[config.mk]
export PLATFORM = sky130hd
export DESIGN_NAME = proto_msg_stack_ctrl
export DESIGN_NICKNAME = d
export VERILOG_FILES = /design/src/rtl/proto_msg_stack_ctrl.sv
export SDC_FILE = /design/constraint.sdc
export NUM_CORES = 1
export LEC_CHECK = 0
export ABC_AREA = 1
export CAP_MARGIN = 0
export CORE_MARGIN = 1.5
export CORE_UTILIZATION = 63
export CTS_BUF_LIST = sky130_fd_sc_hd__clkbuf_4 sky130_fd_sc_hd__clkbuf_8
export DETAILED_ROUTE_END_ITERATION = 10
export DONT_BUFFER_PORTS = 1
export PLACE_DENSITY = 0.79
export SLEW_MARGIN = 20
export SYNTH_ARGS = -nofsm -noshare
export SYNTH_HDL_FRONTEND = slang
export SYNTH_SLANG_ARGS = --single-unit
export TNS_END_PERCENT = 5
[constraint.sdc]
create_clock -name clk -period 7.6 [get_ports clk]
set_input_delay 1.9 -clock clk [delete_from_list [all_inputs] [get_ports clk]]
set_output_delay 1.9 -clock clk [all_outputs]
set_load 0.02 [all_outputs]
[src/rtl/proto_msg_stack_ctrl.sv]
// Nested protobuf message stack sequencer: tracks {id, end offset} per level and drives the ROM node index.
// Optional statistics outputs (msg_count, max_depth) are enabled by defining PROTO_STACK_STATS_EN.
module proto_msg_stack_ctrl #(
    parameter int NUM_MSG_HIERARCHY = 2,
    parameter int NUM_MSGS          = 2,
    parameter int IDENTIFIER_SIZE   = 4,
    parameter int LEN_W             = 16,
    localparam int DEPTH_W = $clog2(NUM_MSG_HIERARCHY + 1),
    localparam int NODE_W  = $clog2(NUM_MSGS + 1),
    localparam int PATH_W  = NUM_MSG_HIERARCHY * IDENTIFIER_SIZE,
    parameter logic [PATH_W-1:0] DEPENDENCIES [NUM_MSGS] = '{8'h01, 8'h41}
) (
    input  logic                       clk,
    input  logic                       rst,
    input  logic                       start_valid,
    input  logic [LEN_W-1:0]           start_len,
    input  logic                       byte_valid,
    output logic                       byte_ready,
    input  logic                       push_valid,
    input  logic [IDENTIFIER_SIZE-1:0] push_id,
    input  logic [LEN_W-1:0]           push_len,
    output logic                       push_ready,
    output logic [DEPTH_W-1:0]         depth,
    output logic [PATH_W-1:0]          path,
    output logic [NODE_W-1:0]          node_idx,
    output logic                       msg_end,
    output logic [IDENTIFIER_SIZE-1:0] msg_end_id,
    output logic                       done,
    output logic                       err,
    output logic [1:0]                 err_code
`ifdef PROTO_STACK_STATS_EN
    ,
    output logic [15:0]                msg_count,
    output logic [DEPTH_W-1:0]         max_depth
`endif
);

    typedef enum logic [1:0] {S_IDLE, S_RUN, S_POP, S_ERR} state_t;

    state_t                     state_q, state_d;
    logic [LEN_W-1:0]           cnt_q, cnt_d;
    logic [LEN_W-1:0]           root_end_q, root_end_d;
    logic [DEPTH_W-1:0]         depth_q, depth_d;
    logic [PATH_W-1:0]          path_q, path_d;
    logic [LEN_W-1:0]           end_q [NUM_MSG_HIERARCHY];
    logic [LEN_W-1:0]           end_d [NUM_MSG_HIERARCHY];
    logic [NODE_W-1:0]          node_idx_q, node_idx_d;
    logic                       err_q, err_d;
    logic [1:0]                 err_code_q, err_code_d;

    logic [LEN_W-1:0]           top_end, pop_end;
    logic [IDENTIFIER_SIZE-1:0] top_id;
    logic [LEN_W:0]             new_end;
    logic                       check_path, path_known;
    logic [NODE_W-1:0]          node_hit;

    // End offset and id of the innermost open level; root end when nothing is pushed.
    always_comb begin
        top_end = root_end_q;
        top_id  = '0;
        for (int i = 0; i < NUM_MSG_HIERARCHY; i++) begin
            if (depth_q == DEPTH_W'(i + 1)) begin
                top_end = end_q[i];
                top_id  = path_q[i*IDENTIFIER_SIZE +: IDENTIFIER_SIZE];
            end
        end
    end

    assign new_end = {1'b0, cnt_q} + {1'b0, push_len};

    always_comb begin
        state_d    = state_q;
        cnt_d      = cnt_q;
        root_end_d = root_end_q;
        depth_d    = depth_q;
        path_d     = path_q;
        end_d      = end_q;
        err_d      = err_q;
        err_code_d = err_code_q;
        byte_ready = 1'b0;
        push_ready = 1'b0;
        msg_end    = 1'b0;
        msg_end_id = '0;
        done       = 1'b0;
        check_path = 1'b0;
        pop_end    = root_end_q;

        case (state_q)
            S_IDLE: begin
                if (start_valid) begin
                    root_end_d = start_len;
                    cnt_d      = '0;
                    depth_d    = '0;
                    path_d     = '0;
                    state_d    = (start_len == '0) ? S_POP : S_RUN;
                end
            end
            S_RUN: begin
                push_ready = 1'b1;
                byte_ready = !push_valid;
                if (push_valid) begin
                    if (new_end > {1'b0, top_end}) begin
                        state_d    = S_ERR;
                        err_d      = 1'b1;
                        err_code_d = 2'd2;
                    end else if (depth_q == DEPTH_W'(NUM_MSG_HIERARCHY)) begin
                        state_d    = S_ERR;
                        err_d      = 1'b1;
                        err_code_d = 2'd1;
                    end else begin
                        for (int i = 0; i < NUM_MSG_HIERARCHY; i++) begin
                            if (depth_q == DEPTH_W'(i)) begin
                                end_d[i] = new_end[LEN_W-1:0];
                                path_d[i*IDENTIFIER_SIZE +: IDENTIFIER_SIZE] = push_id;
                            end
                        end
                        depth_d    = depth_q + 1'b1;
                        check_path = 1'b1;
                        if (push_len == '0) state_d = S_POP;
                    end
                end else if (byte_valid) begin
                    cnt_d = cnt_q + 1'b1;
                    if (cnt_d == top_end) state_d = S_POP;
                end
            end
            S_POP: begin
                if (depth_q != '0) begin
                    msg_end    = 1'b1;
                    msg_end_id = top_id;
                    depth_d    = depth_q - 1'b1;
                    for (int i = 0; i < NUM_MSG_HIERARCHY; i++) begin
                        if (depth_q == DEPTH_W'(i + 1))
                            path_d[i*IDENTIFIER_SIZE +: IDENTIFIER_SIZE] = '0;
                        if (depth_d == DEPTH_W'(i + 1))
                            pop_end = end_q[i];
                    end
                    // Parents ending at the same offset unwind one level per cycle.
                    state_d = (cnt_q == pop_end) ? S_POP : S_RUN;
                end else begin
                    done    = 1'b1;
                    state_d = S_IDLE;
                end
            end
            default: ;
        endcase

        path_known = 1'b0;
        node_hit   = '0;
        for (int k = 0; k < NUM_MSGS; k++) begin
            if (path_d == DEPENDENCIES[k]) begin
                path_known = 1'b1;
                node_hit   = NODE_W'(k + 1);
            end
        end
        node_idx_d = node_idx_q;
        if (depth_d == '0) begin
            node_idx_d = '0;
        end else if (path_known) begin
            node_idx_d = node_hit;
        end else if (check_path) begin
            state_d    = S_ERR;
            err_d      = 1'b1;
            err_code_d = 2'd3;
        end
    end

    always_ff @(posedge clk) begin
        if (rst) begin
            state_q    <= S_IDLE;
            cnt_q      <= '0;
            root_end_q <= '0;
            depth_q    <= '0;
            path_q     <= '0;
            end_q      <= '{default: '0};
            node_idx_q <= '0;
            err_q      <= 1'b0;
            err_code_q <= 2'd0;
        end else begin
            state_q    <= state_d;
            cnt_q      <= cnt_d;
            root_end_q <= root_end_d;
            depth_q    <= depth_d;
            path_q     <= path_d;
            end_q      <= end_d;
            node_idx_q <= node_idx_d;
            err_q      <= err_d;
            err_code_q <= err_code_d;
        end
    end

    assign depth    = depth_q;
    assign path     = path_q;
    assign node_idx = node_idx_q;
    assign err      = err_q;
    assign err_code = err_code_q;

`ifdef PROTO_STACK_STATS_EN
    logic [15:0]        msg_count_q, msg_count_d;
    logic [DEPTH_W-1:0] max_depth_q, max_depth_d;

    always_comb begin
        msg_count_d = msg_count_q;
        max_depth_d = max_depth_q;
        if (state_q == S_IDLE && start_valid) begin
            msg_count_d = '0;
            max_depth_d = '0;
        end else begin
            if (msg_end && msg_count_q != 16'hFFFF) msg_count_d = msg_count_q + 16'd1;
            if (depth_d > max_depth_q) max_depth_d = depth_d;
        end
    end

    always_ff @(posedge clk) begin
        if (rst) begin
            msg_count_q <= '0;
            max_depth_q <= '0;
        end else begin
            msg_count_q <= msg_count_d;
            max_depth_q <= max_depth_d;
        end
    end

    assign msg_count = msg_count_q;
    assign max_depth = max_depth_q;
`else
    // Statistics counters are not built in this configuration.
`endif

endmodule

==> flow_metrics.tcl <==
set metrics [dict create \
    r2r_cells 27 \
    ant_nets 0 \
    required_ns 7.87 \
    grt_overflow 0 \
    cts_resized 0 \
    grt_pass1_wl_mm 27.4 \
    worstReg2RegEnd "end_q[1]$_SDFFE_PP0P_" \
    die_h_um 100 \
    cp.arrival_ns 6.27 \
    rsz0062_at_grt "no" \
    powerDensity_mw_per_mm2 174 \
    drt_iter0_markers 547 \
    setup_violations 0 \
    synthAdderAreaFrac 0.0872 \
    synth_area_leaders "dfxtp_1 (27%), nand2_1 (9.4%), o21ai_0 (8.8%)" \
    cp_top_family "simple AND/OR/NAND/NOR gates" \
    area_growth_pct 3.31 \
    vias 6015 \
    h-tree-depth 3 \
    wire_per_inst_um 17.2 \
    max_cap_viol_count 0 \
    worstSetupPathType "input port to flop" \
    clkSinkCount 81 \
    dpl_cell_area_mm2 0.00597 \
    ioPinCount 64 \
    cts_tree "yes" \
    crit_top_cell "nand2_1" \
    synth_common_cells "nand2_1 (149), nor2_1 (131), o21ai_0 (105)" \
    max_freq_mhz 167 \
    nets 958 \
    synthSimpleGateAreaFrac 0.276 \
    ctsLongestPathBuffers 2 \
    rrSetupSlack_ns 2.38 \
    worstHoldStart "end_q[24]$_SDFFE_PP0P_" \
    fin_ws_ns 1.60 \
    hold-worst-slack_ns 0.487 \
    grt_max_degree 58 \
    synth_fp_nets 975 \
    multi_input_area_mm2 0.00381 \
    finalHoldViolations 0 \
    hold_class "flop to flop" \
    pre_cts_slack_ns 1.31 \
    clk_latency_ns 0.37 \
    worst_pin_slew_ns 1.06 \
    rows 35 \
    r2r_start "depth[0]$_SDFF_PP0_" \
    yosysMostFrequentCell "nand2_1" \
    syn_area_mm2 0.00597 \
    grt.total_usage 0.348 \
    cts_buffers 9 \
    synth.largest_area_cell "dfxtp_1" \
    syn_inst 893 \
    synth_edf_count 0 \
    cts-root-buf "clkbuf_8" \
    synth_compound_area_frac 0.207 \
    async_flop_share 0 \
    post-dp-hpwl_mm 13.1 \
    crit_path_max_fanout 25 \
    nFillCells 864 \
    seq_area_mm2 0.00162 \
    drive_above_1_share 0.0704 \
    ys_seq_elements 81 \
    startpoint_type "input port" \
    drtPass1Iterations 8 \
    synth.distinct_cells 49 \
    holdPathEnd "end_q[24]$_SDFFE_PP0P_" \
    yosys.area_share.xor_xnor 0.0688 \
    place_congestion 0.948 \
    status "completed" \
    start_util 0.649 \
    drc 0 \
    vdd_drop_max_v 0.000106 \
    grt_pass1_vias 5558 \
    synth.top_cell.area_share 0.272 \
    clkTransAtPathRegs_ns 0.10 \
    p_leak_nw 2.77 \
    hold_depth 2 \
    vias_per_cell 6.06 \
    synth_top_family_by_area "simple AND/OR/NAND/NOR gates" \
    cts_setup_buffers 0 \
    antenna_found_initial 0 \
    finalWirelength_mm 17.0 \
    die_area_mm2 0.0101 \
    total_power_mw 1.07 \
    period_needed_ns 6.00 \
    max_stage_delay_ns 0.42 \
    period_share 0.790 \
    synth_ff_type "dfxtp_1" \
    yosysWarnings 0 \
    diodes 0 \
    worst_setup_path_end_kind "flop" \
    design_area_mm2 0.00616 \
    die_w_um 100 \
    syn_avg_cell_area_um2 6.68 \
    port_buffers 0 \
    cpMaxStageDelayCell "nor2_4" \
    finalClockSkew_ns 0.0155 \
    critPathBufInv 3 \
    fin_setup_tns_ns 0 \
    slew_violations 0 \
    slew_headroom 0.291 \
    ys_seq_area_frac 0.272 \
    postCtsHoldBufs 0 \
    muxShareOfSynthArea 0 \
    core_mm2 0.00920 \
]
worst register-to-register path, delay by kind of cell (launching register included):
kind            cells  cell delay, ns
buf+inv             6            1.16
flops               1            0.44
fa+ha+maj           2            1.09
simple gates       16            1.64
compound gates      3            0.80
cell families (layout without fill, tap and decap cells):
group	Yosys count	after routing
and+or+nand+nor	372	372
AOI/OAI and AO/OA	223	223
buffers and inverters	130	118
DFF	81	81
xor gates and xnor gates	46	46
adders and majority gates	41	41
state kept, by name, indices dropped and copies added, names as in the netlist:
| name | cells |
|---|---|
| cnt_q | 16 |
| root_end_q | 16 |
| end_q | 32 |
| err_code | 2 |
| path | 8 |
| state_q | 2 |
| node_idx | 2 |
| depth | 2 |
| err | 1 |
cell type report:
| type | count | area share |
|---|---|---|
| Clock inverter | 7 | 0.0118 |
| Clock buffer | 9 | 0.0201 |
| Inverter | 99 | 0.0603 |
| Sequential cell | 81 | 0.263 |
| Tap cell | 111 | 0.0225 |
| Multi-Input combinational cell | 682 | 0.619 |
| Timing Repair Buffer | 3 | 0.00365 |
stage by stage:
stage                util  instances
finish              0.670        992
global route        0.670        992
CTS                 0.670        992
detailed placement  0.649        976
global placement    0.649        976
floorplan               -        893
layer usage:
layer | wire length, um | up-vias | global-route usage
met5 | 0 | - | 0
met4 | 708 | 0 | 0.180
met3 | 1530 | 54 | 0.0606
met2 | 7390 | 312 | 0.516
met1 | 7390 | 2719 | 0.483
li1 | - | 2930 | -
power breakdown:
group	switching, mW	internal (mW)
Sequential	0.0205	0.446
Combinational	0.190	0.0944
Clock	0.195	0.129
Total	0.405	0.669
cell usage in the layout (no fill, tap or decap), drive strengths merged, types with 4 or more instances in the layout:
cell type / synthesis / final
nand2: 154 / 154
nor2: 143 / 143
o21ai: 111 / 111
inv: 98 / 102
dfxtp: 81 / 81
a21oi: 75 / 75
ha: 40 / 40
xor2: 34 / 34
nand3: 30 / 30
nand4: 15 / 15
xnor2: 12 / 12
nor4: 11 / 11
clkbuf: 17 / 9
or2: 8 / 8
o22ai: 7 / 7
nor3: 7 / 7
a22oi: 5 / 5
a21o: 4 / 4
o211ai: 4 / 4
how the worst max path moves through the flow:
stage,start,end,slack (ns),depth (start not counted)
3_5_place_dp,push_len[4],end_q[1]$_SDFFE_PP0P_,1.31,27
2_1_floorplan,push_len[0],err_code[0]$_SDFF_PP0_,2.26,28
4_1_cts,push_len[4],end_q[1]$_SDFFE_PP0P_,1.67,27
3_3_place_gp,push_len[4],end_q[1]$_SDFFE_PP0P_,1.48,27
6_report,push_len[0],end_q[1]$_SDFFE_PP0P_,1.60,27
5_1_grt,push_len[4],end_q[1]$_SDFFE_PP0P_,1.17,27
No activity file was read; power rests on OpenSTA's default activity.
